==> src/rtl/mips_multicycle_ctrl.sv <==
// Multi-cycle control sequencer for a MIPS datapath with one shared
// instruction/data memory port using a req/ready handshake.
module mips_multicycle_ctrl (
   input  logic        clk,
   input  logic        rst,
   input  logic [5:0]  opcode,
   input  logic [5:0]  funct,
   input  logic        zero,
   input  logic        mem_ready,
   output logic        mem_req,
   output logic        mem_we,
   output logic        iord,
   output logic        ir_write,
   output logic        pc_write,
   output logic [1:0]  pc_src,
   output logic        alu_src_a,
   output logic [1:0]  alu_src_b,
   output logic [2:0]  alu_ctrl,
   output logic        reg_write,
   output logic        reg_dst,
   output logic        mem_to_reg,
   output logic        illegal,
   output logic [3:0]  state,
   output logic [31:0] instr_count
);

   typedef enum logic [3:0] {
      FETCH   = 4'd0,
      DECODE  = 4'd1,
      MEMADR  = 4'd2,
      MEMRD   = 4'd3,
      MEMWB   = 4'd4,
      MEMWR   = 4'd5,
      RTEXE   = 4'd6,
      RTWB    = 4'd7,
      BEQ     = 4'd8,
      JUMP    = 4'd9,
      ADDIEXE = 4'd10,
      ADDIWB  = 4'd11
   } state_t;

   localparam logic [5:0] OP_RT   = 6'b000000;
   localparam logic [5:0] OP_LW   = 6'b100011;
   localparam logic [5:0] OP_SW   = 6'b101011;
   localparam logic [5:0] OP_BEQ  = 6'b000100;
   localparam logic [5:0] OP_J    = 6'b000010;
   localparam logic [5:0] OP_ADDI = 6'b001000;

   state_t      st_q, st_d;
   logic [5:0]  op_q, fn_q;
   logic [31:0] cnt_q;
   logic        retire;

   function automatic logic fn_ok(input logic [5:0] f);
      return f inside {6'b100000, 6'b100010, 6'b100100,
                       6'b100101, 6'b101010};
   endfunction

   function automatic logic [2:0] fn_alu(input logic [5:0] f);
      logic [2:0] a;
      case (f)
         6'b100000: a = 3'b010;
         6'b100010: a = 3'b110;
         6'b100100: a = 3'b000;
         6'b100101: a = 3'b001;
         6'b101010: a = 3'b111;
         default:   a = 3'b000;
      endcase
      return a;
   endfunction

   always_ff @(posedge clk) begin
      if (rst) begin
         st_q  <= FETCH;
         op_q  <= 6'd0;
         fn_q  <= 6'd0;
         cnt_q <= 32'd0;
      end else begin
         st_q <= st_d;
         if (st_q == DECODE) begin
            op_q <= opcode;
            fn_q <= funct;
         end
         if (retire)
            cnt_q <= cnt_q + 32'd1;
      end
   end

   always_comb begin
      st_d       = FETCH;
      retire     = 1'b0;
      mem_req    = 1'b0;
      mem_we     = 1'b0;
      iord       = 1'b0;
      ir_write   = 1'b0;
      pc_write   = 1'b0;
      pc_src     = 2'b00;
      alu_src_a  = 1'b0;
      alu_src_b  = 2'b00;
      alu_ctrl   = 3'b000;
      reg_write  = 1'b0;
      reg_dst    = 1'b0;
      mem_to_reg = 1'b0;
      illegal    = 1'b0;
      if (!rst) begin
         case (st_q)
            FETCH: begin
               mem_req   = 1'b1;
               alu_src_b = 2'b01;
               alu_ctrl  = 3'b010;
               ir_write  = mem_ready;
               pc_write  = mem_ready;
               st_d      = mem_ready ? DECODE : FETCH;
            end
            DECODE: begin
               alu_src_b = 2'b11;
               alu_ctrl  = 3'b010;
               unique case (1'b1)
                  (opcode == OP_RT) && fn_ok(funct): st_d = RTEXE;
                  (opcode == OP_LW) || (opcode == OP_SW):
                     st_d = MEMADR;
                  opcode == OP_BEQ:  st_d = BEQ;
                  opcode == OP_J:    st_d = JUMP;
                  opcode == OP_ADDI: st_d = ADDIEXE;
                  default:           illegal = 1'b1;
               endcase
            end
            MEMADR: begin
               alu_src_a = 1'b1;
               alu_src_b = 2'b10;
               alu_ctrl  = 3'b010;
               st_d      = (op_q == OP_SW) ? MEMWR : MEMRD;
            end
            MEMRD: begin
               mem_req = 1'b1;
               iord    = 1'b1;
               st_d    = mem_ready ? MEMWB : MEMRD;
            end
            MEMWB: begin
               reg_write  = 1'b1;
               mem_to_reg = 1'b1;
               retire     = 1'b1;
            end
            MEMWR: begin
               mem_req = 1'b1;
               mem_we  = 1'b1;
               iord    = 1'b1;
               retire  = mem_ready;
               st_d    = mem_ready ? FETCH : MEMWR;
            end
            RTEXE: begin
               alu_src_a = 1'b1;
               alu_ctrl  = fn_alu(fn_q);
               st_d      = RTWB;
            end
            RTWB: begin
               reg_write = 1'b1;
               reg_dst   = 1'b1;
               retire    = 1'b1;
            end
            BEQ: begin
               alu_src_a = 1'b1;
               alu_ctrl  = 3'b110;
               pc_src    = 2'b01;
               pc_write  = zero;
               retire    = 1'b1;
            end
            JUMP: begin
               pc_src   = 2'b10;
               pc_write = 1'b1;
               retire   = 1'b1;
            end
            ADDIEXE: begin
               alu_src_a = 1'b1;
               alu_src_b = 2'b10;
               alu_ctrl  = 3'b010;
               st_d      = ADDIWB;
            end
            ADDIWB: begin
               reg_write = 1'b1;
               retire    = 1'b1;
            end
            default: st_d = FETCH;
         endcase
      end
   end

   assign state       = st_q;
   assign instr_count = cnt_q;

endmodule

==> config.mk <==
export PLATFORM = sky130hd
export DESIGN_NAME = mips_multicycle_ctrl
export DESIGN_NICKNAME = d
export VERILOG_FILES = /design/src/rtl/mips_multicycle_ctrl.sv
export SDC_FILE = /design/constraint.sdc
export NUM_CORES = 1
export LEC_CHECK = 0
export ABC_AREA = 1
export CAP_MARGIN = 10
export CORE_MARGIN = 2
export CORE_UTILIZATION = 45
export CTS_BUF_LIST = sky130_fd_sc_hd__clkbuf_2
export DETAILED_ROUTE_END_ITERATION = 16
export PLACE_DENSITY_LB_ADDON = 0.3
export SETUP_SLACK_MARGIN = 0.5
export SYNTH_ARGS = -nofsm -noshare
export SYNTH_HDL_FRONTEND = slang
export SYNTH_SLANG_ARGS = --single-unit
export TNS_END_PERCENT = 5
==> constraint.sdc <==
create_clock -name clk -period 2.1 [get_ports clk]
set_clock_uncertainty 0.15 [all_clocks]
set_input_delay 0.42 -clock clk [delete_from_list [all_inputs] [get_ports clk]]
set_output_delay 0.42 -clock clk [all_outputs]
set_load 0.02 [all_outputs]
==> run summary, run 1 <==
Routed wl met3 -> 524 um
Slew Limit Fails -> 0
M1 WL -> 3982 um
Sum Neg Setup Slack -> -2.034 ns
CP arrival -> 1.80 ns
Initial core utilization -> 45.94%
Critical path fanouts, max -> 3
Vias in the first global route -> 3423
CTS tree -> built
CP required -> 1.53 ns
Top cells by count, synth -> nand2_1 (138), nor2_1 (107), inv_1 (53)
Global-route wire length before repair -> 15120 um
Drt wl/cell -> 14.32 um
Final #Nets -> 636
# IOs -> 69
Placement Cell Area -> 4198 um2
Starting DRT DRC Count -> 150
Crit Path Class -> reg2out
Startpoint Class -> register
Tmin final -> 2.367 ns
Fin area -> 4916 um2
Vias post-DR -> 3657
Largest net degree at the start of global routing -> 29
Final setup margin -> -0.2666 ns
Status -> finished with violations
Die height -> 86.82 um
Crit. End Element -> output port
FMAX -> 422.5 MHz
Die ar. -> 7538 um2
Drc violations -> 0
Die Span X -> 86.82 um
Tot GR Track Use -> 24.94%
Max-capacitance violation count -> 0
Final Hold Viols -> 0
GPL Wtd Cong -> 0.9121
Antenna fix cells -> 0
IO Port Bufs -> 68
Sequential share of the synthesized area -> 31.13%
Post-synth EDFFs -> 0
Leakage power -> 1.923 nW
Top Metal Used -> met4
Peak supply drop -> 0.0002391 V
Fin crit share -> 112.7%
Primary FF master, synth -> dfxtp_1
Synth top area cells -> dfxtp_1 (31%), nand2_1 (17%), nor2_1 (13%)
Syn. warnings -> 0
Synthesized area -> 3087 um2
Initial antenna violation count -> 0
Slew at the pin with the worst max-slew slack -> 0.3769 ns
Count leader, synth -> nand2_1
First-pass DRT Iterations -> 4
Root Buffer -> clkbuf_2
RSZ-0062 raised after global routing -> yes
DRT antenna net count -> 0
Clk slew on worst S/H paths -> 0.25 ns
Dpl hpwl -> 6515 um
Syn Area/Cell -> 6.100 um2
Max_slew headroom -> 74.78%
Synth-to-layout area growth -> 59.26%
Seq cells post-synth -> 48
# rows -> 30
GRT Residual Overflow -> 0
Failing checks -> negative setup slack
Post-Synthesis Cells -> 506
Yosys cell types -> 36
Asr flop ratio synth -> 0%
P per Cell Area -> 372.1 nW/um2
Leading area contributor after synthesis -> dfxtp_1
Top cell type's share of synthesized area -> 31.13%
Final setup viols -> 14
DR vias/cell -> 5.224
Final wirelength -> 10020 um
TritonCTS Buffers -> 5
Mapped Nets -> 523
Fill count -> 535
Clock latency on the worst-skew pair -> 0.44 ns
Met2 WL post-DR -> 5187 um
Maximum buffer depth of the clock tree -> 2
Share of layout cells above drive strength 1 -> 42.42%
HP Class -> in2reg
Clock sinks -> 48
Hold Buf Count CTS -> 0
Core Region -> 6719 um2
H-tree levels -> 2
-- critical path, cell delays in order, from the launching register on --
cell and delay (ns):
dfxtp_4 0.41, inv_2 0.07, nand2_4 0.06, nor2_4 0.12
inv_2 0.06, nor2_4 0.09, nand4_1 0.21, o22ai_4 0.20
buf_6 0.14
-- stage by stage --
step	hold WS [ns]	setup WS, ns	util [%]	cells	total power, mW
5_1_grt	0.1861	-0.3419	73.17	700	1.908
3_3_place_gp	0.2994	-0.4761	62.48	682	1.174
4_1_cts	0.2673	-0.2268	68.68	692	1.801
3_5_place_dp	0.3178	-0.5192	62.48	682	1.179
2_1_floorplan	0.3194	0.3558	-	506	1.067
6_report	0.2248	-0.2666	73.17	700	1.829
-- power breakdown --
| part | total, mW | leakage (nW) | switching, mW | internal, mW |
|---|---|---|---|---|
| Sequential | 0.905 | 0.418 | 0.0143 | 0.890 |
| Combinational | 0.275 | 1.45 | 0.153 | 0.122 |
| Clock | 0.649 | 0.0536 | 0.325 | 0.325 |
| Total | 1.83 | 1.92 | 0.492 | 1.34 |
-- path summary, 6_finish.rpt --
check,startpoint,slack (ns),cells after the start,end
worst max-delay path,state[3]$_SDFF_PP0_,-0.27,8,alu_ctrl[0]
worst min register to register,instr_count[0]$_SDFFE_PP0P_,0.34,1,instr_count[0]$_SDFFE_PP0P_
worst max register to register,state[2]$_SDFF_PP0_,0.04,12,instr_count[7]$_SDFFE_PP0P_
worst min-delay path,opcode[1],0.22,4,op_q[1]$_SDFFE_PP0P_
-- registers in the layout, indices dropped and copies added, names as in the netlist --
register / cells
instr_count: 32
fn_q: 6
op_q: 6
state: 4
-- area by class of cell --
class	count	area (um2)	share of cell area, %
clock buffer	5	25.02	0.5090
clock inverter	3	68.82	1.400
inverter	57	240.2	4.887
multi-input combinational	388	2255	45.86
sequential	48	1092	22.22
tap	80	100.1	2.036
timing repair buffer	119	1135	23.08
-- layout by cell type, fill, tap and decap left out, types with 2 or more instances in the layout --
master	count
xor2_1	5
nand2_8	3
dfxtp_2	3
nor3_2	3
o21ai_0	8
buf_6	48
o21ai_2	6
nand2_4	10
nor2_2	13
nand4_1	8
a21oi_2	7
a21oi_1	30
nand2_2	19
o21ai_1	4
clkdlybuf4s50_1	12
nor2_4	19
nor2_8	2
nor3_1	7
nand3_1	21
buf_12	2
clkbuf_2	5
xnor2_1	2
dfxtp_4	34
nor2_1	81
buf_4	52
inv_2	6
dlygate4sd2_1	3
o21bai_1	2
nand2_1	116
nor3_4	3
nand3_2	11
bufinv_16	2
dfxtp_1	11
inv_1	44
inv_4	4
-- what timing repair did --
item	CTS	global route
setup endpoints to repair	91	101
resized for setup	409	74
gates cloned	0	0
pin swaps	62	28
setup buffers	2	8
-- routing by layer --
layer  GRT usage (%)  vias up
met3           4.571       33
met2           44.41      132
met1           29.20     1665
li1                -     1827
met4           10.09        0
met5               0        -
-- cells by family after synthesis --
| group | Yosys count | share of synthesized area [%] |
|---|---|---|
| AOI/OAI and AO/OA | 61 | 10.74 |
| xor gates and xnor gates | 7 | 1.986 |
| adders and majority gates | 1 | 0.4053 |
| buffers and inverters | 70 | 10.09 |
| DFF | 48 | 31.13 |
| and+or+nand+nor | 319 | 45.64 |
Power figures use the tool's default switching activity.
==> run 2, diff against run 1 <==
--- a/config.mk
+++ b/config.mk
@@ -13,6 +13,7 @@
 export DETAILED_ROUTE_END_ITERATION = 16
 export PLACE_DENSITY_LB_ADDON = 0.3
 export SETUP_SLACK_MARGIN = 0.5
+export SLEW_MARGIN = 20
 export SYNTH_ARGS = -nofsm -noshare
 export SYNTH_HDL_FRONTEND = slang
 export SYNTH_SLANG_ARGS = --single-unit
==> results of run 2 <==
Final layout, timing and power as in run 1 (identical DEF).
